**src/rtl/index_gen_pkg.sv**
```systemverilog
// Shared widths, state encoding, rotation-rate presets and config validity check
// for the INDEX pulse generator.
package index_gen_pkg;

    localparam int PERIOD_W = 27;
    localparam int WIDTH_W  = 24;
    localparam int REV_W    = 16;
    localparam int LFSR_W   = 16;

    localparam logic [LFSR_W-1:0] LFSR_TAPS = 16'hB400;

    localparam logic [PERIOD_W-1:0] FLOPPY_300_PERIOD   = 27'd60_000_000;
    localparam logic [PERIOD_W-1:0] FLOPPY_360_PERIOD   = 27'd50_000_000;
    localparam logic [PERIOD_W-1:0] HDD_3600_PERIOD     = 27'd5_000_000;
    localparam logic [PERIOD_W-1:0] HDD_3000_PERIOD     = 27'd6_000_000;
    localparam logic [WIDTH_W-1:0]  DEFAULT_INDEX_WIDTH = 24'd600_000;

    typedef enum logic [1:0] {
        ST_OFF   = 2'd0,
        ST_PULSE = 2'd1,
        ST_GAP   = 2'd2
    } gen_state_t;

    function automatic logic cfg_valid(input logic [PERIOD_W-1:0] period,
                                       input logic [WIDTH_W-1:0]  width);
        return (width != '0) && (period >= PERIOD_W'(2)) && (PERIOD_W'(width) < period);
    endfunction

endpackage

```
**src/rtl/index_jitter_lfsr.sv**
```systemverilog
// 16-bit Galois LFSR that advances once per step strobe; feeds the INDEX period jitter.
module index_jitter_lfsr
    import index_gen_pkg::*;
#(
    parameter logic [LFSR_W-1:0] SEED = 16'hACE1
) (
    input  logic              clk,
    input  logic              reset,
    input  logic              step,
    output logic [LFSR_W-1:0] lfsr
);

    always_ff @(posedge clk or posedge reset) begin
        if (reset) begin
            lfsr <= SEED;
        end else if (step) begin
            lfsr <= {1'b0, lfsr[LFSR_W-1:1]} ^ (lfsr[0] ? LFSR_TAPS : '0);
        end
    end

endmodule

```
**src/rtl/index_pulse_gen.sv**
```systemverilog
// Periodic INDEX pulse generator with double-buffered period/width applied on
// revolution boundaries. Optional period jitter under INDEX_GEN_JITTER_EN.
module index_pulse_gen
    import index_gen_pkg::*;
#(
    parameter int                JITTER_MAX = 255,
    parameter logic [LFSR_W-1:0] LFSR_SEED  = 16'hACE1
) (
    input  logic                clk,
    input  logic                reset,
    input  logic                gen_enable,
    input  logic [PERIOD_W-1:0] period_cfg,
    input  logic [WIDTH_W-1:0]  width_cfg,
    input  logic                cfg_update,
    output logic                index_out,
    output logic                active,
    output logic [REV_W-1:0]    rev_count,
    output logic                cfg_error
);

    gen_state_t          state, state_next;
    logic [PERIOD_W-1:0] shadow_period, act_period, phase_cnt, reload_period;
    logic [WIDTH_W-1:0]  shadow_width, act_width, reload_width;
    logic [PERIOD_W:0]   period_eff;
    logic                pending, boundary_d;
    logic                shadow_ok, reload_ok, pulse_end, boundary, reload;

    // Elaboration-time guard: a zero seed would lock the LFSR.
    if (LFSR_SEED == '0 || JITTER_MAX < 0) begin : g_bad_param
        localparam int BAD_PARAM = 1;
    end

    assign shadow_ok     = cfg_valid(shadow_period, shadow_width);
    assign reload_period = cfg_update ? period_cfg : shadow_period;
    assign reload_width  = cfg_update ? width_cfg  : shadow_width;
    assign reload_ok     = cfg_valid(reload_period, reload_width);
    assign pulse_end     = (phase_cnt == PERIOD_W'(act_width) - PERIOD_W'(1));
    assign boundary      = (state == ST_GAP) && gen_enable
                        && ({1'b0, phase_cnt} == period_eff - (PERIOD_W+1)'(1));
    assign reload        = boundary && (pending || cfg_update);

`ifdef INDEX_GEN_JITTER_EN
    logic [LFSR_W-1:0] lfsr;
    int                jit, eff;

    index_jitter_lfsr #(.SEED(LFSR_SEED)) u_lfsr (
        .clk   (clk),
        .reset (reset),
        .step  (boundary),
        .lfsr  (lfsr)
    );

    // Jitter only stretches/shrinks the gap; the pulse always fits with one gap clock.
    always_comb begin
        jit = int'($signed(lfsr));
        if (jit > JITTER_MAX) begin
            jit = JITTER_MAX;
        end else if (jit < -JITTER_MAX) begin
            jit = -JITTER_MAX;
        end
        eff = int'(act_period) + jit;
        if (eff < int'(act_width) + 1) begin
            eff = int'(act_width) + 1;
        end
        if (eff > (1 << PERIOD_W)) begin
            eff = 1 << PERIOD_W;
        end
        period_eff = (PERIOD_W+1)'(eff);
    end
`else
    assign period_eff = {1'b0, act_period};
`endif

    always_comb begin
        state_next = state;
        case (state)
            ST_OFF: begin
                if (gen_enable && shadow_ok) state_next = ST_PULSE;
            end
            ST_PULSE: begin
                if (!gen_enable)    state_next = ST_OFF;
                else if (pulse_end) state_next = ST_GAP;
            end
            ST_GAP: begin
                if (!gen_enable)   state_next = ST_OFF;
                else if (boundary) state_next = ST_PULSE;
            end
            default: state_next = ST_OFF;
        endcase
    end

    always_ff @(posedge clk or posedge reset) begin
        if (reset) begin
            state         <= ST_OFF;
            index_out     <= 1'b0;
            active        <= 1'b0;
            rev_count     <= '0;
            cfg_error     <= 1'b0;
            shadow_period <= '0;
            shadow_width  <= '0;
            act_period    <= '0;
            act_width     <= '0;
            phase_cnt     <= '0;
            pending       <= 1'b0;
            boundary_d    <= 1'b0;
        end else begin
            state      <= state_next;
            // Outputs trail the state by one clock; dropping enable kills them at once.
            index_out  <= (state == ST_PULSE) && gen_enable;
            active     <= (state != ST_OFF) && gen_enable;
            boundary_d <= boundary;
            if (boundary_d) rev_count <= rev_count + REV_W'(1);

            if (cfg_update) begin
                shadow_period <= period_cfg;
                shadow_width  <= width_cfg;
            end

            if (state == ST_OFF || boundary) pending <= 1'b0;
            else if (cfg_update)             pending <= 1'b1;

            if (state == ST_OFF || !gen_enable || boundary) phase_cnt <= '0;
            else                                           phase_cnt <= phase_cnt + PERIOD_W'(1);

            if (state == ST_OFF) begin
                if (gen_enable) begin
                    if (shadow_ok) begin
                        act_period <= shadow_period;
                        act_width  <= shadow_width;
                    end else begin
                        cfg_error <= 1'b1;
                    end
                end
            end else if (!gen_enable) begin
                cfg_error <= 1'b0;
            end else if (reload) begin
                if (reload_ok) begin
                    act_period <= reload_period;
                    act_width  <= reload_width;
                    cfg_error  <= 1'b0;
                end else begin
                    cfg_error <= 1'b1;
                end
            end
        end
    end

endmodule

```
**config.mk**
```make
export PLATFORM = sky130hd
export DESIGN_NAME = index_pulse_gen
export DESIGN_NICKNAME = d
export VERILOG_FILES = /design/src/rtl/index_gen_pkg.sv /design/src/rtl/index_jitter_lfsr.sv /design/src/rtl/index_pulse_gen.sv
export SDC_FILE = /design/constraint.sdc
export NUM_CORES = 1
export LEC_CHECK = 0
export ABC_AREA = 1
export CAP_MARGIN = 40
export CORE_UTILIZATION = 40
export DETAILED_ROUTE_END_ITERATION = 7
export GPL_TIMING_DRIVEN = 0
export MAX_ROUTING_LAYER = met4
export PLACE_DENSITY_LB_ADDON = 0.15
export SLEW_MARGIN = 20
export SYNTH_ARGS = -nofsm -noshare
export SYNTH_HDL_FRONTEND = slang
export SYNTH_SLANG_ARGS = --single-unit
```
**constraint.sdc**
```tcl
create_clock -name clk -period 12.2 [get_ports clk]
set_clock_uncertainty 0.1 [all_clocks]
set_input_delay 2.44 -clock clk [delete_from_list [all_inputs] [get_ports clk]]
set_output_delay 2.44 -clock clk [all_outputs]
set_load 0.01 [all_outputs]
```
* Yosys cells after proc, flatten, opt, wreduce, memory -nomap -nowiden
Index checks and enable logic that the tools add are counted.
** Storage, ports and cells
- Flip-flop bits (word level) :: 152
- Output and inout bits :: 19
** Operators by class
- Add/subtract/negate cells :: 4
- Order comparisons :: 4
- Eq/ne operators :: 11
- Mux-type cells :: 29
- Reductions and logical operators :: 25
** Operators with widths (count)
- $mux 27 :: 8
- $mux 24 :: 7
- $ge 27x2->1 const B :: 2
- $lt 24x27->1 :: 2
- $reduce_bool 24->1 :: 2
- $eq 27x28->1 :: 1
- $sub 27x1->28 const B :: 1
- $add 27x1->27 const B :: 1
- $eq 27x27->1 :: 1
- $sub 24x1->25 const B :: 1
- $add 16x1->16 const B :: 1
- $logic_and 1x1->1 :: 10
- $mux 2 :: 5
- $mux 1 :: 8
- $ne 2x2->1 const B :: 4
- $reduce_bool 2->1 :: 4
- $ne 3x3->1 const B :: 2
- $pmux 2 s3 :: 1
- $reduce_and 3->1 :: 2
- $logic_or 1x1->1 :: 4
- $reduce_and 4->1 :: 1
- $ne 3x1->1 const B :: 1
- $eq 2x1->1 const B :: 1
- $eq 2x2->1 const B :: 1
- other kinds (2) :: 2

* Logic depth before layout (Yosys ltp)
- Word-level depth :: 8
- Gate-level depth with buffers :: 20

* Worst setup path before layout
No wires, ideal clock.
- Path kind :: input-to-reg
- Start point :: in cfg_update
- End point :: reg act_period[8]
- Setup time :: 0.117 ns
- Arrival time :: 4.633 ns
- Data required time :: 11.983 ns
- Slack :: 7.350 ns
- Stages on the path :: 18
- Path through :: buf_4 -> inv_2 -> buf_2 -> or2_2 -> o21ai_1 -> ha_1 -> a21oi_1 -> nor2_1 -> a211oi_1 -> a21o_1 -> nand3_1 -> nor2_1 -> nor2_2 -> nor2_4 -> nand3_4 -> buf_6 -> nand2_1 -> nand2_1
** Between the ends
- Longest elaborated chain between the ends :: 6
- Elaborated cells between the ends (all ways) :: 16
- Those cells by class :: order compare (2); mux (6); reduce/logical (8)
** Ends and longest elaborated chain
- from (decl) :: RTL line index_pulse_gen.sv:14 : input logic cfg_update,
- $mux 27 or $mux 24 (tied branches)
- $ge 27x2->1 or $reduce_bool 24->1 (tied branches) :: RTL line index_gen_pkg.sv:26 : return (width != '0) && (period >= PERIOD_W'(2)) && (PERIOD_W'(width) < period);
- $logic_and 1x1->1 (2 in series) :: RTL line index_gen_pkg.sv:26
- $reduce_bool 2->1 (no source line)
- $reduce_and 4->1 (no source line)
- to (signal assigned) :: RTL line index_pulse_gen.sv:128 : act_period <= shadow_period;
- to (signal assigned) :: RTL line index_pulse_gen.sv:138 : act_period <= reload_period;
- to (decl) :: RTL line index_pulse_gen.sv:22 : logic [PERIOD_W-1:0] shadow_period, act_period, phase_cnt, reload_period;
Parallel ways exist; a longest one is shown, timed or not. The select of a mux whose other input is x is not followed.
A chain may end at the register's enable or synchronous reset.

* Worst setup path in the final report
- Start point :: in cfg_update
- End point :: reg act_period[10]
** Between the ends
- Longest elaborated chain between the ends :: 6
- Elaborated cells between the ends (all ways) :: 16
- Those cells by class :: order compare (2); mux (6); reduce/logical (8)
** Ends and longest elaborated chain
- $mux 24 *
- net reload_width[20] :: RTL line index_pulse_gen.sv:23 : logic [WIDTH_W-1:0] shadow_width, act_width, reload_width;
- branches (longest 2 deep; another with $lt 24x27->1)
- $logic_and 1x1->1 * :: RTL line index_gen_pkg.sv:26
- $reduce_bool 2->1 (no source line) *
- $reduce_and 4->1 (no source line) *
Mark *: on every way through the listed nets, which the timed path passes. The select of a mux whose other input is x is not followed.

==> flow_results.org <==
** CTS
- For the worst-skew pair, the clock arrives at the later sink with an insertion delay of 450 ps.
- CTS HTree Levels :: 4
- After clock tree synthesis, the repair step resized 0 gates.
- Clock-pin slew was measured on the worst setup and hold paths at 70 ps.
- Maximum clock insertion buffer count :: 2
- Post-CTS setup-driven buffer insertion count :: 0
- In this run, CTS created clock tree buffers numbering 17.
- Counting every sink on the clock net gives 152.
- TritonCTS built the clock tree.
- The tree is rooted in a clkbuf_16.
- # hold bufs at CTS :: 0

** Route
- The first TritonRoute pass finished after 5 iterations.
- After detailed routing, the number of vias per cell comes to 5.086.
- Final ANT Viol Nets :: 0
- Final routed wirelength across all metal layers :: 31220 µm
- In the routed design, unresolved DRC markers number 0.
- 1st-iter DRT viols :: 549
- Drt wl/cell :: 16.67 µm
- For this block, the via count after detailed routing is 9526.

** Run status
- The flow ran to the end, and the final reports show no timing, DRC or antenna violations.

** Finish
- Count of antenna diodes in the layout :: 0
- The layout has 2616 filler cells.
- Ratio of cells with drive above 1 in the final layout :: 6.351%
- For this run, the post-layout net count is 1635.
- Relative area change from synthesis to final layout :: 17.01%
- The finished layout holds 1873 standard cells, fillers aside.

** Logic synthesis
- Counting flops and latches in the post-synthesis netlist gives 152.
- Yosys printed 0 warnings.
- Proportion of synthesized chip area in sequential cells :: 36.36%
- Post-Synthesis Cell Area :: 10460 µm²
- Post-synth cell types :: 41
- Number of nets produced by synthesis :: 1543
- Synthesis produced a netlist whose cell count is 1438.
- After synthesis, the mean cell area works out to 7.274 µm².

** Power
- Standby leakage power :: 5.863 nW
- Total power consumption of the routed design :: 0.002225 W
- IR analysis of the VDD net gives a maximum drop of 0.07892 mV.
- For this design the ratio of total power to cell area is 181.8 nW/µm².

** Placement
- Gpl congestion :: 0.9199
- Buffers placed on the I/O ports in this run total 72.
- Half-perimeter wire length after detailed placement :: 24800 µm
- Prior to clock tree synthesis, the placed netlist has a worst setup slack of 6413 ps.
- Counting tap cells, the placed design contains a total of 1841 instances.

** Floorplan
- Chip height :: 163.7 µm
- The floorplan step defined a core boundary enclosing 25400 µm².
- 74 I/O pins were placed.
- The floorplan has 58 rows.
- For this configuration, the core starts out at a cell density of 41.18%.
- In this run the horizontal extent of the chip is 163.7 µm.
- Area of the die :: 26800 µm²

** Timing
- For the final routed database, the setup TNS stands at 0 ps.
- Final Critical Period :: 5415 ps
- Final worst slack :: 6785 ps
- Final hold analysis gives a worst-case slack of 371.2 ps.
- Setup repair after global routing missed its margin :: no
- Setup violations remaining at the end of the flow were counted as 0.
- Worst slew slack as a fraction of its limit :: 41.94%
- Total count of max-transition violations in the final report :: 0
- For this run, the top clock speed supported by timing is 184.7 MHz.
- Final Hold Fails :: 0
- At the pin with the least slew margin, the transition time is 861.8 ps.
- The final critical path takes up 44.38% of the cycle.

** Critical path
- The startpoint identified for the worst register-to-register timing path is act_period[0].
- Worst Setup Start Kind :: primary input
- Endpoint kind of the worst setup timing path :: flop
- Critical path startpoint :: cfg_update
- Depth of the most critical reg-to-reg path :: 14
- The critical path in this run is classified as in -> reg.
- Arrival @ worst endpoint :: 5640 ps
- Peak fanout along the critical path :: 10
- For the worst setup path, the data required time is 12430 ps.

** GRT
- The first global-routing pass estimated 49110 µm of wire.
- Pin count of the biggest net entering global routing :: 89
- Via count of the first global-routing pass :: 9193
- Remaining Overflow, GRT :: 0
- Global routing consumed, over all layers together, 25.02% of the routing resources.
- Antenna violations before repair :: 0

** Run
- Across the run, the number of max-cap violations was 0.

** Worst hold path
- Along the worst hold path, the cell count comes to 1.
- Hold path startpoint :: rev_count[15]
- The min-delay analysis places its worst path in the category reg -> reg.
-- worst max-delay path: stages --
cell	delay (ps)
buf_4	150
clkbuf_1	310
o21ai_0	790
ha_1	390
a21oi_1	140
o21ai_0	100
a21oi_1	120
or2_2	130
nand3_1	70
nor2_1	170
nor2_2	70
nor2_4	230
nand3_4	180
buf_6	210
nand2_1	70
nand2_1	50
-- kinds of logic after synthesis --
| kind of cell | after synthesis | synth area share (%) |
|---|---|---|
| AO/OA/AOI/OAI | 151 | 7.859 |
| XOR/XNOR | 114 | 9.545 |
| adder cells (fa/ha/maj) | 50 | 5.981 |
| buffers and inverters | 222 | 8.600 |
| flip-flops | 152 | 36.36 |
| AND/OR/NAND/NOR | 749 | 31.65 |
-- Yosys cell counts (all sizes together) --
| cell type | number | area, µm² |
|---|---|---|
| nand3b | 4 | 30.03 |
| inv | 166 | 623.1 |
| a31oi | 1 | 6.260 |
| and2 | 2 | 12.51 |
| or2 | 31 | 193.9 |
| nand4 | 85 | 531.8 |
| a211oi | 1 | 7.510 |
| nand2 | 362 | 1361 |
| and3 | 1 | 6.260 |
| o21bai | 3 | 22.52 |
| o21a | 10 | 75.07 |
| ha | 50 | 625.6 |
| dfrtp | 152 | 3804 |
| nor4 | 11 | 68.82 |
| nand3 | 62 | 322.8 |
| nor3 | 18 | 90.09 |
| o211a | 1 | 10.01 |
| clkbuf | 28 | 105.1 |
| buf | 28 | 171.4 |
| o22ai | 1 | 6.260 |
| a21o | 2 | 15.01 |
| o2111ai | 1 | 8.760 |
| o211ai | 1 | 7.510 |
| a21oi | 26 | 130.1 |
| o21ai | 102 | 518.0 |
| xnor2 | 44 | 385.4 |
| xor2 | 70 | 613.1 |
| nor3b | 5 | 37.54 |
| o31ai | 2 | 15.01 |
| nor2 | 168 | 655.6 |
-- flip-flops by register name, summed over array words and instances (netlist names) --
signal	flops
phase_cnt	27
boundary_d	1
rev_count	16
active	1
state	2
act_period	27
cfg_error	1
act_width	24
pending	1
shadow_width	24
shadow_period	27
index_out	1
-- final timing paths --
check | slack (ps) | endpoint
max | 6790 | act_period[10]
min | 370 | rev_count[15]
max reg2reg | 8810 | phase_cnt[24]
min reg2reg | 370 | rev_count[15]
max in group asynchronous | 8870 | shadow_width[12]
min in group asynchronous | 2330 | phase_cnt[23]
-- placed cells by master (no fill, tap or decap), types with 10 or more instances in the layout --
master and count:
a21oi_1 26, buf_2 17, clkbuf_1 29, clkbuf_16 17
clkdlybuf4s50_1 72, dfrtp_1 152, ha_1 50, inv_1 161
nand2_1 361, nand3_1 61, nand4_1 85, nor2_1 162
nor3_1 18, nor4_1 11, o21a_1 10, o21ai_0 93
or2_2 27, xnor2_1 44, xor2_1 70
-- metrics by stage --
stage	util (%)	cell area, µm²
2_1_floorplan	-	10460
3_3_place_gp	45.65	11590
3_5_place_dp	45.78	11630
4_1_cts	48.19	12240
5_1_grt	48.19	12240
6_report	48.19	12240
-- metal layers --
layer / vias up / track usage [%] / wire length (µm)
met1: 4377 / 31.83 / 14450
met2: 251 / 40.79 / 14690
met3: 61 / 2.854 / 1140
met5: - / - / 0
li1: 4837 / - / -
met4: 0 / 9.512 / 934
-- power by group --
part           internal, W  switching (W)
registers         0.000604       0.000129
logic             0.000334       0.000593
clock network     0.000322       0.000242
total              0.00126       0.000964
-- final cells by class --
| type | instances | area, µm² | share of cell area, % |
|---|---|---|---|
| buffer | 56 | 276.5 | 2.259 |
| tap | 330 | 412.9 | 3.374 |
| sequential | 152 | 3804 | 31.08 |
| clock inverter | 11 | 140.1 | 1.145 |
| clock buffer | 21 | 470.5 | 3.844 |
| inverter | 166 | 630.6 | 5.152 |
| timing repair buffer | 73 | 748.2 | 6.113 |
| multi-input combinational | 1064 | 5757 | 47.04 |
Power figures use the tool's default switching activity.
